--- src/rtl/flush_pkg.sv ---
// Shared types and widths for the IF/ID flush sequencer and its event counter.
package flush_pkg;

  typedef enum logic [1:0] {
    IDLE    = 2'b00,
    PENDING = 2'b01,
    FLUSH   = 2'b10
  } flush_state_t;

  localparam int CNT_W   = 4;
  localparam int STATS_W = 16;

endpackage

--- src/rtl/sat_counter.sv ---
// Saturating up-counter used to tally flush events; holds at all-ones.
module sat_counter #(
  parameter int W = 16
) (
  input  logic         clk,
  input  logic         rst,
  input  logic         inc,
  output logic [W-1:0] count
);

  always_ff @(posedge clk or posedge rst) begin
    if (rst) begin
      count <= '0;
    end else if (inc && (count != {W{1'b1}})) begin
      count <= count + W'(1);
    end
  end

endmodule

--- src/rtl/flush_sequencer.sv ---
// Clears IF/ID for FLUSH_CYCLES unstalled cycles per flush request, deferring under stall.
// Optional FLUSH_STATS_EN adds the annul_count event counter port.
module flush_sequencer
  import flush_pkg::*;
#(
  parameter int FLUSH_CYCLES = 1
) (
  input  logic                clk,
  input  logic                system_reset,
  input  logic                flush_req,
  input  logic                stall,
  output logic                if_id_clr,
  output logic                id_nop_sel,
  output logic                flush_busy,
  output flush_state_t        state
`ifdef FLUSH_STATS_EN
  ,
  output logic [STATS_W-1:0]  annul_count
`endif
);

  if ((FLUSH_CYCLES < 1) || (FLUSH_CYCLES > 15)) begin : g_bad_cycles
    $error("flush_sequencer: FLUSH_CYCLES must be in 1..15");
  end

  localparam logic [CNT_W-1:0] FULL      = CNT_W'(FLUSH_CYCLES);
  localparam logic [CNT_W-1:0] FULL_LESS = CNT_W'(FLUSH_CYCLES - 1);

  logic [CNT_W-1:0] cnt;
  logic [CNT_W-1:0] load;
  logic             clr_c;
  logic             nop_c;
  logic             busy_c;

  // A request while busy re-arms the remaining count; the current cycle still counts.
  always_comb begin
    load   = flush_req ? FULL : cnt;
    clr_c  = 1'b0;
    nop_c  = 1'b0;
    busy_c = 1'b0;
    case (state)
      IDLE: begin
        clr_c  = flush_req & ~stall;
        nop_c  = flush_req & ~stall;
        busy_c = flush_req;
      end
      PENDING: begin
        clr_c  = ~stall;
        nop_c  = ~stall;
        busy_c = 1'b1;
      end
      FLUSH: begin
        clr_c  = ~stall;
        nop_c  = 1'b1;
        busy_c = 1'b1;
      end
      default: ;
    endcase
  end

  // Reset drives NOPs into the pipeline while reporting not busy.
  assign if_id_clr  = system_reset | clr_c;
  assign id_nop_sel = system_reset | nop_c;
  assign flush_busy = ~system_reset & busy_c;

  always_ff @(posedge clk or posedge system_reset) begin
    if (system_reset) begin
      state <= IDLE;
      cnt   <= '0;
    end else begin
      case (state)
        IDLE: begin
          if (flush_req) begin
            if (stall) begin
              state <= PENDING;
              cnt   <= FULL;
            end else if (FULL > CNT_W'(1)) begin
              state <= FLUSH;
              cnt   <= FULL_LESS;
            end
          end
        end
        PENDING, FLUSH: begin
          if (stall) begin
            cnt <= load;
          end else if (load <= CNT_W'(1)) begin
            state <= IDLE;
            cnt   <= '0;
          end else begin
            state <= FLUSH;
            cnt   <= load - CNT_W'(1);
          end
        end
        default: begin
          state <= IDLE;
          cnt   <= '0;
        end
      endcase
    end
  end

`ifdef FLUSH_STATS_EN
  sat_counter #(.W(STATS_W)) u_stats (
    .clk   (clk),
    .rst   (system_reset),
    .inc   ((state == IDLE) && flush_req),
    .count (annul_count)
  );
`endif

endmodule

--- config.mk ---
export PLATFORM = sky130hd
export DESIGN_NAME = flush_sequencer
export DESIGN_NICKNAME = d
export VERILOG_FILES = /design/src/rtl/flush_pkg.sv /design/src/rtl/sat_counter.sv /design/src/rtl/flush_sequencer.sv
export SDC_FILE = /design/constraint.sdc
export NUM_CORES = 1
export LEC_CHECK = 0
export CAP_MARGIN = 10
export CELL_PAD_IN_SITES_DETAIL_PLACEMENT = 0
export CELL_PAD_IN_SITES_GLOBAL_PLACEMENT = 1
export CORE_AREA = 10 10 47 49
export DETAILED_ROUTE_END_ITERATION = 10
export DIE_AREA = 0 0 57 59
export DONT_BUFFER_PORTS = 1
export PLACE_DENSITY = 0.74
export SYNTH_ARGS = -nofsm -noshare
export SYNTH_HDL_FRONTEND = slang
export SYNTH_SLANG_ARGS = --single-unit
--- constraint.sdc ---
create_clock -name clk -period 1.8 [get_ports clk]
set_input_delay 0.36 -clock clk [delete_from_list [all_inputs] [get_ports clk]]
set_output_delay 0.36 -clock clk [all_outputs]
set_load 0.01 [all_outputs]
======== Word level (Yosys, flattened, before mapping) ========
Index checks and enable logic that the tools add are counted.
operators by class
  add/sub/neg operators ................... 1
  magnitude comparators ................... 1
  equality and inequality tests ........... 5
  muxes and demuxes ....................... 14
  bitwise logic cells ..................... 6
  reductions and logical operators ........ 4
operators by type and width
  kind                   number
  $mux W4                5
  $mux W2                4
  $pmux W4 S2            1
  $ne A2 B2 Y1 const B   3
  $le A4 B1 Y1 const B   1
  $pmux W1 S2            2
  $pmux W2 S2            1
  $sub A4 B1 Y4 const B  1
  $pmux W1 S3            1
  $reduce_and A3 Y1      1
  $and A1 B1 Y1          2
  $eq A2 B1 Y1 const B   1
  $eq A2 B2 Y1 const B   1
  $logic_not A2 Y1       1
  $not A1 Y1             2
  $or A1 B1 Y1           2
  $reduce_and A2 Y1      1
  $reduce_or A2 Y1       1
storage, ports and cells
  register bits ........................... 6
  input bits .............................. 4
  logic and storage cells ................. 33

======== Depth between registers and ports, before layout ========
  word-level depth ........................ 5
  gate-level depth with buffers ........... 6

======== Least setup slack after synthesis ========
OpenSTA, ideal clock, no wires.
  path kind ............................... input-to-reg
  from .................................... input flush_req
  to ...................................... register cnt[1]
  arrival ................................. 1.678 ns
  path slack .............................. 0.056 ns
  stages .................................. 6
  path buffers ............................ 1
  cell sequence ........................... buf_2 > or2_2 > ha_1 > or3b_1 > o32ai_2 > a32o_2
between the ends
  cells in the longest elaborated chain, start to end .. 5
RTL lines
  what                                           line                                          RTL
  start, declared                                flush_sequencer.sv:10                         input logic flush_req,
  $mux W4                                        flush_sequencer.sv:37                         load = flush_req ? FULL : cnt;
  $sub A4 B1 Y4 or $le A4 B1 Y1 (tied branches)  flush_sequencer.sv:91, flush_sequencer.sv:86
  $mux W4                                        flush_sequencer.sv:86                         end else if (load <= CNT_W'(1)) begin
  $mux W4                                        flush_sequencer.sv:84                         if (stall) begin
  $pmux W4 S2                                    flush_sequencer.sv:71                         case (state)
  end signal, assigned                           flush_sequencer.sv:85                         cnt <= load;
  end signal, assigned                           flush_sequencer.sv:91                         cnt <= load - CNT_W'(1);
  end, declared                                  flush_sequencer.sv:29                         logic [CNT_W-1:0] cnt;
Parallel ways exist; a longest one is shown, timed or not.
A chain may end at the register's enable or synchronous reset.

======== Worst setup path after layout ========
  from .................................... register state[0]
  to ...................................... output if_id_clr
between the ends
  cells in the longest elaborated chain, start to end .. 4
RTL lines
  what                                          line                   RTL
  start, declared                               flush_sequencer.sv:15  output flush_state_t state
  start signal, assigned                        flush_sequencer.sv:68  state <= IDLE;
  start signal, assigned                        flush_sequencer.sv:75  state <= PENDING;
  start signal, assigned                        flush_sequencer.sv:78  state <= FLUSH;
  $eq A2 B1 Y1 or $eq A2 B2 Y1 (tied branches)  flush_sequencer.sv:41  case (state)
  $reduce_or A2 Y1 (no source line)             n/a
  $pmux W1 S2 (*)                               flush_sequencer.sv:41
  $or A1 B1 Y1 (*)                              flush_sequencer.sv:62  assign if_id_clr = system_reset | clr_c;
  end, declared                                 flush_sequencer.sv:12  output logic if_id_clr,
Every way passes the cells marked *; elsewhere a longest branch is shown, timed or not.

==> impl_metrics.py <==
metrics = {
    "routing": {
        "vias_per_cell": 5.682,
        "antenna_left": 0,
        "drc_errors": 0,
        "first_iter_violations": 5,
        "via_count": 500,
        "first_pass_iters": 2,
        "totalWireLength_mm": 1.270,
        "wl_per_cell_um": 14.43,
    },
    "yosys": {
        "synth_seq_cells": 6,
        "syn_inst": 63,
        "netlist-cell-type-count": 30,
        "syn_area_sq_um": 540.5,
        "ys_seq_area_frac": 0.2778,
        "syn_area_per_cell_sq_um": 8.580,
        "ys_warn_count": 0,
        "synth_fp_nets": 72,
    },
    "place": {
        "io_buffers": 0,
        "dpl_cell_area_sq_um": 590.6,
        "pre_cts_ws_ps": 134.7,
        "hpwlAfterDp_um": 873.6,
        "gp_congestion": 0.8799,
    },
    "power": {
        "power.internal_uw": 565.2,
        "powerDensity_mw_per_mm2": 1364,
        "switching_share": 0.4075,
        "comb_power_share": 0.667,
        "ir_drop_uv": 444.0,
        "p_switching_uw": 388.7,
        "p_leak_nw": 0.3024,
        "pwr-share-seq": 0.191,
        "pwr-share-clk": 0.143,
    },
    "sta": {
        "fin_crit_sh": 0.9790,
        "whs_ps": 235.4,
        "worstMarginPinSlew_ps": 346.3,
        "slew_headroom": 0.7670,
        "min_period_ps": 1762,
        "max_freq_mhz": 567.5,
        "hold_viol": 0,
        "fin_ws_ps": 37.76,
        "skew_ps": 2.212,
        "rsz0062_at_grt": "yes",
        "slew_violations": 0,
        "setup_viol": 0,
    },
    "critical_path": {
        "critPathLaunch": "state[0]",
        "critPathLaunchType": "register",
        "critPathArrivalTime_ps": 1400,
        "required_ps": 1440,
        "crit_chain": "inv_2, ha_4, a21oi_2, o31ai_2, buf_4",
        "critPathKind": "register to output port",
        "worstPathMaxFanout": 5,
        "cp_slowest_cell": "dfrtp_1",
        "slowest_delay_ps": 370,
        "worst_setup_path_end_kind": "output port",
        "rr_startpoint": "cnt[0]",
    },
    "cells_and_area": {
        "drive_gt1_frac": 0.4028,
        "final_cell_area_sq_um": 699.4,
        "fillers": 140,
        "multi_input_comb_area_sq_um": 402.9,
        "nets": 83,
        "antennaDiodeCount": 0,
        "syn_to_final_growth_pct": 29.40,
        "final-seq-area_sq_um": 150.1,
    },
    "min_path": {
        "holdCritStartpoint": "stall",
        "hold_path_class": "primary input to register",
    },
    "die": {
        "rows": 14,
        "dieArea_sq_mm": 0.003363,
        "die_w_um": 57,
        "initial_core_util": 0.3857,
        "fp.dieH_um": 59,
        "core_sq_mm": 0.001401,
        "io_pins": 9,
    },
    "cts": {
        "cts.sinks": 6,
        "h-tree-depth": 1,
        "path_clk_slew_ps": 50,
        "numCtsBuffers": 3,
        "cts_root_buf": "clkbuf_4",
        "clkLatencyLatePin_ps": 260,
        "clockBufferDepth": 2,
        "cts_tree": "yes",
    },
    "global_route": {
        "grt_pass1_wl_mm": 2.339,
        "antenna_found_initial": 0,
        "track_usage": 0.08507,
        "grt_overflow": 0,
        "first_global_vias": 512,
        "grt_start_max_net_pins": 13,
    },
    "flow_run": {
        "drv_cap": 0,
    },
    "outcome": {
        "outcome": "complete, no violations",
    },
}
path summary, 6_finish.rpt:
check / to / slack (ps) / cells after the start
worst max-delay path: if_id_clr / 40 / 5
worst min-delay path: state[0] / 240 / 1
worst max register to register: cnt[0] / 120 / 5
worst min register to register: cnt[3] / 530 / 1
max in group asynchronous: cnt[3] / 1020 / 2
min in group asynchronous: state[1] / 550 / 2
cells in the final DEF (no fill, tap or decap):
| master | Yosys | final |
|---|---|---|
| o21ba_4 | 0 | 1 |
| a21boi_0 | 1 | 1 |
| a221o_1 | 1 | 1 |
| dlygate4sd3_1 | 0 | 1 |
| nand4b_1 | 1 | 1 |
| or3b_1 | 1 | 1 |
| nor3_1 | 2 | 1 |
| o31ai_2 | 0 | 1 |
| or2_2 | 1 | 1 |
| inv_1 | 6 | 4 |
| o211ai_1 | 1 | 1 |
| a22o_1 | 2 | 2 |
| o21ai_2 | 0 | 1 |
| ha_2 | 0 | 2 |
| inv_2 | 0 | 2 |
| o21a_1 | 1 | 1 |
| ha_4 | 0 | 2 |
| a21oi_1 | 5 | 3 |
| dfrtp_1 | 6 | 6 |
| nor3b_1 | 1 | 1 |
| a21oi_2 | 0 | 2 |
| a32o_2 | 1 | 1 |
| or3_1 | 1 | 1 |
| or2b_1 | 1 | 1 |
| nor4_1 | 1 | 1 |
| o21bai_1 | 1 | 1 |
| buf_6 | 0 | 1 |
| a21boi_2 | 1 | 1 |
| clkbuf_4 | 0 | 3 |
| o32ai_2 | 1 | 1 |
| nor2b_1 | 1 | 1 |
| nand2_1 | 6 | 6 |
| nand2b_1 | 3 | 3 |
| nor3_2 | 1 | 2 |
| o21ai_0 | 5 | 4 |
| buf_4 | 1 | 8 |
| ha_1 | 5 | 1 |
registers in the layout, indices dropped and copies added, names as in the netlist:
name   flops
cnt        4
state      2
area by class of cell:
cell class                 count  share of cell area
multi-input combinational     47              0.5760
sequential                     6              0.2147
timing repair buffer          10              0.1163
clock buffer                   3             0.03220
inverter                       6             0.03220
tap                           16             0.02862
power by group through the flow:
stage	registers, mW	clock network [mW]	logic (mW)
global route	0.188	0.143	0.706
global placement	0.177	0	0.500
CTS	0.181	0.142	0.560
floorplan	0.206	0	0.340
detailed placement	0.180	0	0.494
finish	0.182	0.136	0.636
critical path, delay by kind of cell, from the launching register on:
kind | cells | cell delay, ps
flops | 1 | 370
fa+ha+maj | 1 | 290
buf+inv | 2 | 210
compound gates | 2 | 270
cells by family after synthesis:
| family | Yosys count | share of synthesized area |
|---|---|---|
| AOI/OAI and AO/OA | 22 | 0.3033 |
| and+or+nand+nor | 20 | 0.2200 |
| buffers and inverters | 10 | 0.08333 |
| DFF | 6 | 0.2778 |
| adders and majority gates | 5 | 0.1157 |
per-stage QoR:
step,setup TNS (ps),power [mW],utilization,std cells
6_report,0,0.9539,0.4991,88
5_1_grt,-36.73,1.038,0.4991,88
4_1_cts,0,0.8824,0.4652,86
3_5_place_dp,0,0.6741,0.4214,82
3_3_place_gp,0,0.6770,0.4214,82
2_1_floorplan,0,0.5454,-,63
layer usage:
| metal | routed length [um] | part of all wire | track usage | vias up |
|---|---|---|---|---|
| li1 | - | - | - | 242 |
| met2 | 610 | 0.48 | 0.1333 | 12 |
| met1 | 564 | 0.44 | 0.09495 | 241 |
| met3 | 60 | 0.047 | 0.02575 | 5 |
| met4 | 34 | 0.027 | 0.06376 | 0 |
| met5 | 0 | 0 | 0 | - |
cells in the mapped netlist, drive strengths merged:
| cell | number | area (sq um) |
|---|---|---|
| a21boi | 2 | 18.77 |
| a21oi | 5 | 25.02 |
| a221o | 1 | 10.01 |
| a22o | 2 | 17.52 |
| a32o | 1 | 11.26 |
| buf | 4 | 22.52 |
| dfrtp | 6 | 150.1 |
| ha | 5 | 62.56 |
| inv | 6 | 22.52 |
| nand2 | 6 | 22.52 |
| nand2b | 3 | 18.77 |
| nand4b | 1 | 8.760 |
| nor2b | 1 | 6.260 |
| nor3 | 3 | 20.02 |
| nor3b | 1 | 7.510 |
| nor4 | 1 | 6.260 |
| o211ai | 1 | 7.510 |
| o21a | 1 | 7.510 |
| o21ai | 5 | 25.02 |
| o21ba | 1 | 10.01 |
| o21bai | 1 | 7.510 |
| o31ai | 1 | 7.510 |
| o32ai | 1 | 16.27 |
| or2 | 1 | 6.260 |
| or2b | 1 | 7.510 |
| or3 | 1 | 6.260 |
| or3b | 1 | 8.760 |
timing repair:
item                                   in CTS  in global routing
hold buffers                                1                  0
resized for setup                           9                  7
buffers inserted                            0                  2
endpoints found under the hold margin       6                  0
setup endpoints to repair                   3                  3
pin swaps                                   1                  5
cloned                                      0                  0
No activity file was read; power rests on OpenSTA's default activity.
